===== src/rtl/ctrl_pkg.sv =====
// rtl/ctrl_pkg.sv - shared state encoding, opcode and alu_op constants for multicycle_ctrl
package ctrl_pkg;

    typedef enum logic [2:0] {
        S_IF   = 3'd0,
        S_ID   = 3'd1,
        S_EX   = 3'd2,
        S_MEM  = 3'd3,
        S_WB   = 3'd4,
        S_TRAP = 3'd5
    } state_t;

    localparam logic [6:0] OP_R   = 7'b0110011;
    localparam logic [6:0] OP_I   = 7'b0010011;
    localparam logic [6:0] OP_LW  = 7'b0000011;
    localparam logic [6:0] OP_SW  = 7'b0100011;
    localparam logic [6:0] OP_BEQ = 7'b1100011;

    localparam logic [1:0] ALU_ADD   = 2'b00;
    localparam logic [1:0] ALU_SUB   = 2'b01;
    localparam logic [1:0] ALU_FUNCT = 2'b10;

    function automatic logic op_supported(input logic [6:0] op);
        return (op == OP_R) || (op == OP_I) || (op == OP_LW) ||
               (op == OP_SW) || (op == OP_BEQ);
    endfunction

endpackage


===== src/rtl/ctrl_perf_cnt.sv =====
// rtl/ctrl_perf_cnt.sv - wrapping cycle and retired-instruction counters
module ctrl_perf_cnt #(
    parameter int CNT_W = 32
) (
    input  logic             clk,
    input  logic             rst,
    input  logic             cycle_en,
    input  logic             retire,
    output logic [CNT_W-1:0] cycle_cnt,
    output logic [CNT_W-1:0] instret_cnt
);

    always_ff @(posedge clk) begin
        if (!rst) begin
            cycle_cnt   <= '0;
            instret_cnt <= '0;
        end else begin
            if (cycle_en) cycle_cnt <= cycle_cnt + 1'b1;
            if (retire)   instret_cnt <= instret_cnt + 1'b1;
        end
    end

endmodule


===== src/rtl/multicycle_ctrl.sv =====
// rtl/multicycle_ctrl.sv - multicycle IF/ID/EX/MEM/WB control FSM; CTRL_PERF_CNT_EN adds perf counters
module multicycle_ctrl
    import ctrl_pkg::*;
#(
    parameter int CNT_W = 32
)
(
    input  logic             clk,
    input  logic             rst,
    input  logic [6:0]       opcode,
    input  logic             zero,
    input  logic             mem_ready,
    output logic             pc_write,
    output logic             pc_src,
    output logic             ir_write,
    output logic             mem_read,
    output logic             mem_write,
    output logic             reg_write,
    output logic             mem_to_reg,
    output logic             alu_src,
    output logic [1:0]       alu_op,
    output logic             trap,
    output logic [2:0]       state
`ifdef CTRL_PERF_CNT_EN
    ,
    output logic [CNT_W-1:0] cycle_cnt,
    output logic [CNT_W-1:0] instret_cnt
`endif
);

    state_t     state_q, state_d;
    logic [6:0] op_q;
    logic       pc_write_c, ir_write_c, mem_read_c, mem_write_c, reg_write_c;

    always_ff @(posedge clk) begin
        if (!rst) begin
            state_q <= S_IF;
            op_q    <= '0;
        end else begin
            state_q <= state_d;
            if (state_q == S_ID) op_q <= opcode;
        end
    end

    always_comb begin
        state_d     = state_q;
        pc_write_c  = 1'b0;
        pc_src      = 1'b0;
        ir_write_c  = 1'b0;
        mem_read_c  = 1'b0;
        mem_write_c = 1'b0;
        reg_write_c = 1'b0;
        mem_to_reg  = 1'b0;
        alu_src     = 1'b0;
        alu_op      = ALU_ADD;
        case (state_q)
            S_IF: begin
                mem_read_c = 1'b1;
                if (mem_ready) begin
                    ir_write_c = 1'b1;
                    state_d    = S_ID;
                end
            end
            S_ID: state_d = op_supported(opcode) ? S_EX : S_TRAP;
            S_EX: begin
                case (op_q)
                    OP_R: begin
                        alu_op  = ALU_FUNCT;
                        state_d = S_WB;
                    end
                    OP_I: begin
                        alu_src = 1'b1;
                        alu_op  = ALU_FUNCT;
                        state_d = S_WB;
                    end
                    OP_LW, OP_SW: begin
                        alu_src = 1'b1;
                        state_d = S_MEM;
                    end
                    OP_BEQ: begin
                        alu_op     = ALU_SUB;
                        pc_write_c = 1'b1;
                        pc_src     = zero;
                        state_d    = S_IF;
                    end
                    default: state_d = S_TRAP;
                endcase
            end
            S_MEM: begin
                mem_read_c  = (op_q == OP_LW);
                mem_write_c = (op_q != OP_LW);
                if (mem_ready) begin
                    if (op_q == OP_LW) begin
                        state_d = S_WB;
                    end else begin
                        pc_write_c = 1'b1;
                        state_d    = S_IF;
                    end
                end
            end
            S_WB: begin
                reg_write_c = 1'b1;
                pc_write_c  = 1'b1;
                mem_to_reg  = (op_q == OP_LW);
                state_d     = S_IF;
            end
            S_TRAP: state_d = S_TRAP;
            default: state_d = S_IF;
        endcase
    end

    assign pc_write  = pc_write_c  & rst;
    assign ir_write  = ir_write_c  & rst;
    assign mem_read  = mem_read_c  & rst;
    assign mem_write = mem_write_c & rst;
    assign reg_write = reg_write_c & rst;
    assign trap      = (state_q == S_TRAP);
    assign state     = state_q;

`ifdef CTRL_PERF_CNT_EN
    ctrl_perf_cnt #(.CNT_W(CNT_W)) u_perf_cnt (
        .clk         (clk),
        .rst         (rst),
        .cycle_en    (state_q != S_TRAP),
        .retire      (pc_write),
        .cycle_cnt   (cycle_cnt),
        .instret_cnt (instret_cnt)
    );
`endif

endmodule


===== config.mk =====
export PLATFORM = sky130hd
export DESIGN_NAME = multicycle_ctrl
export DESIGN_NICKNAME = d
export VERILOG_FILES = /design/src/rtl/ctrl_pkg.sv /design/src/rtl/ctrl_perf_cnt.sv /design/src/rtl/multicycle_ctrl.sv
export SDC_FILE = /design/constraint.sdc
export NUM_CORES = 1
export LEC_CHECK = 0
export CAP_MARGIN = 20
export CORE_MARGIN = 3
export CORE_UTILIZATION = 46
export CTS_CLUSTER_SIZE = 10
export DETAILED_ROUTE_END_ITERATION = 7
export PLACE_DENSITY = 0.83
export SLEW_MARGIN = 15
export SYNTH_ARGS = -nofsm -noshare
export SYNTH_HDL_FRONTEND = slang
export SYNTH_SLANG_ARGS = --single-unit

===== constraint.sdc =====
create_clock -name clk -period 2.5 [get_ports clk]
set_clock_uncertainty 0.1 [all_clocks]
set_input_delay 0.5 -clock clk [delete_from_list [all_inputs] [get_ports clk]]
set_output_delay 0.5 -clock clk [all_outputs]
set_load 0.02 [all_outputs]

==> results of run 1 <==
## layer usage
layer	track usage, %	share of wire (%)
met5	0	0
met4	7.23	1.2
met3	8.54	5.5
met2	27.6	46
met1	24.4	47
## cell usage after synthesis (2+ instances only)
master,n,area share (%)
sky130_fd_sc_hd__mux2i_1,6,8.9
sky130_fd_sc_hd__nor2b_1,10,9.3
sky130_fd_sc_hd__clkbuf_1,2,1.1
sky130_fd_sc_hd__a21oi_1,4,3.0
sky130_fd_sc_hd__and2_1,2,1.9
sky130_fd_sc_hd__nand2_1,2,1.1
sky130_fd_sc_hd__nor2_1,5,2.8
sky130_fd_sc_hd__o21ai_0,3,2.2
sky130_fd_sc_hd__inv_1,3,1.7
sky130_fd_sc_hd__nand3_1,2,1.5
sky130_fd_sc_hd__dfxtp_1,10,30
sky130_fd_sc_hd__nand2b_1,3,2.8
sky130_fd_sc_hd__and3_1,4,3.7
sky130_fd_sc_hd__nor4_2,2,3.7
## stage by stage
step	setup WS (ns)	total power [mW]	area, um^2	util, %	std cells
after global placement	-0.0660	0.308	998	74.9	125
after detailed placement	-0.0661	0.312	998	74.9	125
final	0.0813	0.452	1020	76.4	129
after floorplan	0.0967	0.261	681	-	79
after CTS	0.00122	0.460	1020	76.8	129
after global routing	0.0103	0.478	1020	76.4	129
## cells in the final DEF, fill, tap and decap left out, drive strengths merged
cell type | netlist | final
clkdlybuf4s50 | 0 | 15
nand2 | 2 | 2
mux2 | 1 | 1
o22ai | 1 | 1
clkbuf | 2 | 6
o21a | 1 | 1
nand4bb | 1 | 1
nor3b | 1 | 1
and3 | 4 | 4
nor2 | 5 | 5
o31ai | 1 | 1
nand2b | 3 | 3
dfxtp | 10 | 10
a31o | 1 | 1
o21ai | 4 | 4
nand3 | 2 | 2
a2111o | 1 | 1
mux2i | 6 | 6
clkdlybuf4s15 | 0 | 2
o21bai | 1 | 1
a22oi | 1 | 1
nand4b | 1 | 1
xor2 | 1 | 1
a21oi | 4 | 4
buf | 3 | 12
and2b | 1 | 1
dlygate4sd2 | 0 | 5
nor2b | 10 | 10
nor4 | 2 | 2
inv | 3 | 3
o22a | 1 | 1
or3 | 1 | 1
and2 | 2 | 2
a31oi | 1 | 1
or3b | 1 | 1
## worst max-delay path by stage
stage                     slack, ns                   from  endpoint  depth (start not counted)
after global placement        -0.07                    rst  ir_write                          4
after floorplan                 0.1  state[1]$_SDFFE_PN0P_  pc_write                          5
after CTS                     0.001   op_q[3]$_SDFFE_PN0N_  mem_read                          7
final                          0.08   op_q[3]$_SDFFE_PN0N_   alu_src                          5
after global routing           0.01  state[1]$_SDFFE_PN0P_   alu_src                          4
after detailed placement      -0.07                    rst  ir_write                          4
## report_power, final
part,switching (mW),leakage (nW),internal (mW)
combinational,0.0576,0.328,0.0642
clock,0.0592,0.0210,0.0887
sequential,0.0109,0.0817,0.172
total,0.128,0.431,0.325
## flip-flops by register name, indices dropped and copies added, names as in the netlist
name / cells
op_q: 7
state: 3
## tightest hold or removal path: stages, from the launching register on
cell and delay (ns):
sky130_fd_sc_hd__dfxtp_1 0.33, sky130_fd_sc_hd__mux2i_1 0.07, sky130_fd_sc_hd__nor2b_1 0.09
## repair_timing
action	in CTS	in global routing
resized for setup	10	5
cloned	0	0
setup endpoints to repair	9	4
## layout make-up
type / count / area (um^2)
inverter: 3 / 11.3
sequential: 10 / 200
clock buffer: 4 / 36.3
fill: 112 / 315
timing repair buffer: 36 / 314
tap: 15 / 18.8
multi-input combinational: 61 / 438
## kinds of logic after synthesis
group | after synthesis | share of synthesized area (%)
flops | 10 | 29.8
xor+xnor | 1 | 1.30
mux | 7 | 10.6
simple gates | 36 | 35.4
compound gates | 17 | 16.6
buf+inv | 8 | 6.33
==> flow_summary.rst, run 1 <==
.. list-table::
   :header-rows: 1

   * - Metric
     - Value
   * - Number of warnings printed during yosys synthesis
     - 0
   * - Starting density of the core
     - 50.4%
   * - Max-cap check violation count
     - 0
   * - Overall overflow remaining after global route
     - 0
   * - Worst-case vdd ir drop
     - 0.305 mV
   * - Antenna Nets Post-Route
     - 0
   * - Worst path max stage delay
     - 0.38 ns
   * - Height of the die
     - 44.2 um
   * - Number of flops mapped to enable cells by yosys
     - 0
   * - P_leak
     - 0.431 nW
   * - Post-detailed-route wirelength per cell
     - 12.6 um
   * - Synth async-reset ratio
     - 0%
   * - Tightest hold margin
     - 0.433 ns
   * - Number of global-route vias before repair
     - 618
   * - Gate count after technology mapping
     - 79
   * - Total number of H-tree levels
     - 1
   * - Final setup violation count
     - 0
   * - Drt drc
     - 0
   * - Tcrit/Tclk final
     - 96.7%
   * - Hold-critical path endpoint
     - op_q[1]$_SDFFE_PN0N_
   * - End of the worst register-to-register path
     - state[1]$_SDFFE_PN0P_
   * - Total vias in the final route
     - 668
   * - Worst-path cell chain
     - nand4bb_1 > buf_4 > or3_4 > a21oi_1 > clkdlybuf4s15_1
   * - Number of register bits inferred by synthesis
     - 10
   * - Setup slack, reg-to-reg
     - 0.93 ns
   * - Starting DRC count in detailed routing
     - 8
   * - Most used flip-flop cell after synthesis
     - sky130_fd_sc_hd__dfxtp_1
   * - Final nets
     - 126
   * - Clock latency at the later pin of the worst-skew pair
     - 0.27 ns
   * - Reg clk slew, reported paths
     - 0.07 ns
   * - Clock sink count
     - 10
   * - Final critical delay including setup and external delays
     - 2.42 ns
   * - Mapped cell area
     - 672 um^2
   * - TritonCTS Buffers
     - 3
   * - RSZ-0062 raised after global routing
     - no
   * - Combined buffer and inverter count along the critical path
     - 2
   * - Die outline width
     - 44.2 um
   * - Pins over their slew limit
     - 0
   * - Hold path start
     - op_q[1]$_SDFFE_PN0N_
   * - Detailed Route WL
     - 1630 um
   * - Measured slew at the worst slew-check pin
     - 0.317 ns
   * - Number of buffers inserted for hold repair after clock tree synthesis
     - 0
   * - Number of different library cells in the post-synthesis netlist
     - 35
   * - Quantity of I/O buffers inserted on ports
     - 24
   * - Crit Path Category
     - reg -> out
   * - Areal power density over the cells
     - 444 nW/um^2
   * - Count of standard-cell rows
     - 13
   * - Arrival time worst endpoint
     - 1.82 ns
   * - Postcts setup bufs
     - 0
   * - Drt pass-1 iters
     - 4
   * - Kind of cell with the highest combined delay on the critical path
     - simple AND/OR/NAND/NOR gates
   * - Core area
     - 1330 um^2
   * - Hold path cells
     - 2
   * - RePlAce Congestion
     - 0.721
   * - First-pass GRT wire length
     - 2670 um
   * - Via density
     - 5.18
   * - Count of pins on the block boundary
     - 25
   * - Worst setup SP type
     - register
   * - Slowest cell on the critical path
     - sky130_fd_sc_hd__or3_4
   * - Share of layout cells above drive strength 1
     - 20.2%
   * - Launching point of the worst reg2reg path
     - op_q[3]$_SDFFE_PN0N_
   * - Endpoint required time on the critical path
     - 1.90 ns
   * - Initial antenna violation count
     - 0
   * - Clk buf depth
     - 2
   * - Final hold viol count
     - 0
   * - Status
     - finished, final reports clean
   * - Highest attainable clock frequency
     - 0.413 GHz
   * - GRT Util Overall
     - 18.9%
   * - Maximum number of pins on one net before global-route repair
     - 13
   * - Proportion of synthesized chip area in sequential cells
     - 29.8%
   * - Syn_area_per_cell
     - 8.50 um^2
   * - Cell at the root of the clock tree
     - sky130_fd_sc_hd__clkbuf_4
   * - Post-Syn Nets
     - 90
   * - Post-route setup TNS
     - 0 ns
   * - Worst r2r path cells
     - 5
   * - Worst max-slew margin expressed relative to the limit
     - 78.7%
   * - Endpoint type of the worst setup path
     - primary output
   * - Floorplan die area
     - 1960 um^2
   * - Count of inserted antenna diode cells
     - 0
   * - P&R area growth vs syn
     - 51.6%
   * - Critical Path Fanout Max
     - 5
   * - CTS tree
     - yes
   * - Post-DP HPWL
     - 1280 um
   * - Hold Crit Class
     - reg -> reg
No activity file was read; power rests on OpenSTA's default activity.
==> run 2, diff against run 1 <==
Settings changed: CORE_UTILIZATION 46 to 38, PLACE_DENSITY 0.83 to 0.73.
Clock period 2.5 ns to 2.02 ns, I/O delays scaled along.
==> run 2 against run 1 <==
The flow now finishes with violations (setup timing). Power is 18% higher. Sequential share of layout area is 1.1 points lower. Non-clock buffer count is 6 higher. Critical path type unchanged.
==> flow_summary.rst, run 2 (synthesis results as in run 1) <==
.. list-table::
   :header-rows: 1

   * - Metric
     - Value
   * - Measured slew at the worst slew-check pin
     - 0.328 ns
   * - Slowest cell on the critical path
     - sky130_fd_sc_hd__dfxtp_2
   * - Area taken by multi-input logic gates
     - 475 um^2
   * - Maximum number of pins on one net before global-route repair
     - 13
   * - Most frequent standard cell in the layout excluding fill and tap cells
     - sky130_fd_sc_hd__buf_4
   * - Worst-case vdd ir drop
     - 0.485 mV
   * - Worst max-slew margin expressed relative to the limit
     - 77.9%
   * - Drt pass-1 iters
     - 4
   * - Hold path cells
     - 2
   * - Worst path max stage delay
     - 0.32 ns
   * - GRT Util Overall
     - 18.1%
   * - Share of layout cells above drive strength 1
     - 37.5%
   * - Post-route worst setup slack
     - -0.164 ns
   * - Worst path most repeated cell
     - sky130_fd_sc_hd__buf_6
   * - Count of standard-cell rows
     - 14
   * - Endpoint type of the worst setup path
     - primary output
   * - Final critical delay including setup and external delays
     - 2.18 ns
   * - Hold-critical path endpoint
     - op_q[3]$_SDFFE_PN0N_
   * - First-pass GRT wire length
     - 2890 um
   * - Worst-path cell chain
     - nand4bb_1 > buf_6 > nor4_4 > buf_4 > o21bai_1 > a31o_1 > buf_6
   * - Count of inserted antenna diode cells
     - 0
   * - Setup slack, reg-to-reg
     - 0.38 ns
   * - Endpoint required time on the critical path
     - 1.52 ns
   * - Max-cap check violation count
     - 0
   * - Status
     - complete, but fails checks
   * - Post-detailed-route wirelength per cell
     - 13.2 um
   * - Floorplan die area
     - 2310 um^2
   * - Layout Cells excl Fill
     - 136
   * - Starting DRC count in detailed routing
     - 21
   * - Number of placed cells counting well taps
     - 130
   * - Final nets
     - 132
   * - Height of the die
     - 48.1 um
   * - Starting density of the core
     - 42.6%
   * - Crit Path Category
     - reg -> out
   * - Total number of H-tree levels
     - 1
   * - Hold path start
     - op_q[3]$_SDFFE_PN0N_
   * - Largest Register
     - op_q
   * - Critical Path Fanout Max
     - 4
   * - Summed area of non-filler cells in the final layout
     - 1130 um^2
   * - Pins over their slew limit
     - 0
   * - Antenna Nets Post-Route
     - 0
   * - Clock sink count
     - 10
   * - TritonCTS Buffers
     - 3
   * - P&R area growth vs syn
     - 68.7%
   * - Kind of cell with the highest combined delay on the critical path
     - buffers and inverters
   * - Worst r2r path cells
     - 4
   * - Die outline width
     - 48.1 um
   * - Hold Crit Class
     - reg -> reg
   * - Total power after layout
     - 535 uW
   * - Failing checks
     - setup timing
   * - CTS tree
     - yes
   * - Arrival time worst endpoint
     - 1.68 ns
   * - Final setup violation count
     - 7
   * - Setup Slack @ Placement
     - -0.391 ns
   * - Post-DP HPWL
     - 1340 um
   * - Top library cells by usage in the layout, fill and taps aside
     - sky130_fd_sc_hd__buf_4, sky130_fd_sc_hd__clkdlybuf4s50_1, sky130_fd_sc_hd__nor2b_1, sky130_fd_sc_hd__buf_6
   * - Launching point of the worst reg2reg path
     - state[1]$_SDFFE_PN0P_
   * - Tightest hold margin
     - 0.422 ns
   * - FILL cells
     - 119
   * - Initial antenna violation count
     - 0
   * - Cell at the root of the clock tree
     - sky130_fd_sc_hd__clkbuf_4
   * - Areal power density over the cells
     - 472 nW/um^2
   * - Via density
     - 5.34
   * - RePlAce Congestion
     - 0.839
   * - Clk buf depth
     - 2
   * - P_leak
     - 0.478 nW
   * - Core area
     - 1580 um^2
   * - Number of global-route vias before repair
     - 693
   * - Count of pins on the block boundary
     - 25
   * - Clock latency at the later pin of the worst-skew pair
     - 0.26 ns
   * - End of the worst register-to-register path
     - state[1]$_SDFFE_PN0P_
   * - Combined buffer and inverter count along the critical path
     - 3
   * - Final hold viol count
     - 0
   * - Worst setup SP type
     - register
   * - Detailed Route WL
     - 1800 um
   * - Total vias in the final route
     - 726
   * - Placed inst area
     - 1040 um^2
   * - Quantity of I/O buffers inserted on ports
     - 24
   * - Highest attainable clock frequency
     - 0.458 GHz
   * - Tcrit/Tclk final
     - 108%
   * - Overall overflow remaining after global route
     - 0
   * - Sequential cell area
     - 210 um^2
   * - Reg clk slew, reported paths
     - 0.06 ns
   * - Flip-flop count of the largest register, all copies and words added
     - 7
   * - RSZ-0062 raised after global routing
     - yes
   * - Drt drc
     - 0
-- run 2: cell types whose count changed in the layout (fill, tap and decap cells not counted), moves of 3 or more --
| cell | before | now |
|---|---|---|
| sky130_fd_sc_hd__dfxtp_1 | 10 | 6 |
| sky130_fd_sc_hd__dlygate4sd2_1 | 5 | 2 |
| sky130_fd_sc_hd__buf_4 | 12 | 17 |
| sky130_fd_sc_hd__clkdlybuf4s50_1 | 15 | 12 |
| sky130_fd_sc_hd__buf_6 | 0 | 9 |
-- run 2: final cells by class --
class / instances / area share, %
clock buffer: 3 / 1.99
clock inverter: 1 / 0.331
inverter: 3 / 0.993
multi-input combinational: 61 / 41.9
sequential: 10 / 18.5
tap: 16 / 1.77
timing repair buffer: 42 / 34.4
-- run 2: worst max-delay path by stage --
stage / startpoint / end / slack, ns / depth (start not counted)
6_report: op_q[3]$_SDFFE_PN0N_ / pc_write / -0.16 / 7
5_1_grt: state[1]$_SDFFE_PN0P_ / alu_src / -0.20 / 4
4_1_cts: state[1]$_SDFFE_PN0P_ / alu_src / -0.17 / 4
3_5_place_dp: rst / ir_write / -0.39 / 4
3_3_place_gp: rst / ir_write / -0.38 / 4
2_1_floorplan: state[1]$_SDFFE_PN0P_ / pc_write / -0.08 / 5
-- run 2: where the power goes --
group          leakage, nW  switching [mW]  internal [mW]
registers           0.0840          0.0130          0.213
clock network       0.0154          0.0650         0.0713
logic                0.379          0.0804         0.0928
-- run 2: metal layers --
metal  vias up  track usage, %  routed length (um)
met4         0            4.84                   8
met5         -               0                   0
met3         2            5.64                  73
met1       344            22.7                 788
met2        17            29.8                 929
li1        363               -                   -
-- run 2: metrics by stage --
step | utilization, % | TNS (ns)
after floorplan | - | -0.137
after global placement | 65.8 | -2.77
after detailed placement | 65.8 | -2.83
after CTS | 70.2 | -0.592
after global routing | 71.9 | -1.15
final | 71.9 | -0.770
-- run 2: worst reg2reg max path, cell delays in order, from the launching register on --
cell                      delay, ns
sky130_fd_sc_hd__dfxtp_4       0.34
sky130_fd_sc_hd__or3b_4        0.39
sky130_fd_sc_hd__or3_4         0.41
sky130_fd_sc_hd__o22a_1        0.22
sky130_fd_sc_hd__o21ai_1       0.10
-- run 2: timing repair --
| item | 4_1_cts | 5_1_grt |
|---|---|---|
| buffers inserted | 1 | 1 |
| resized for setup | 60 | 6 |
| hold buffers | 0 | 0 |
| pin swaps | 2 | 2 |
| endpoints found under the setup margin | 11 | 10 |
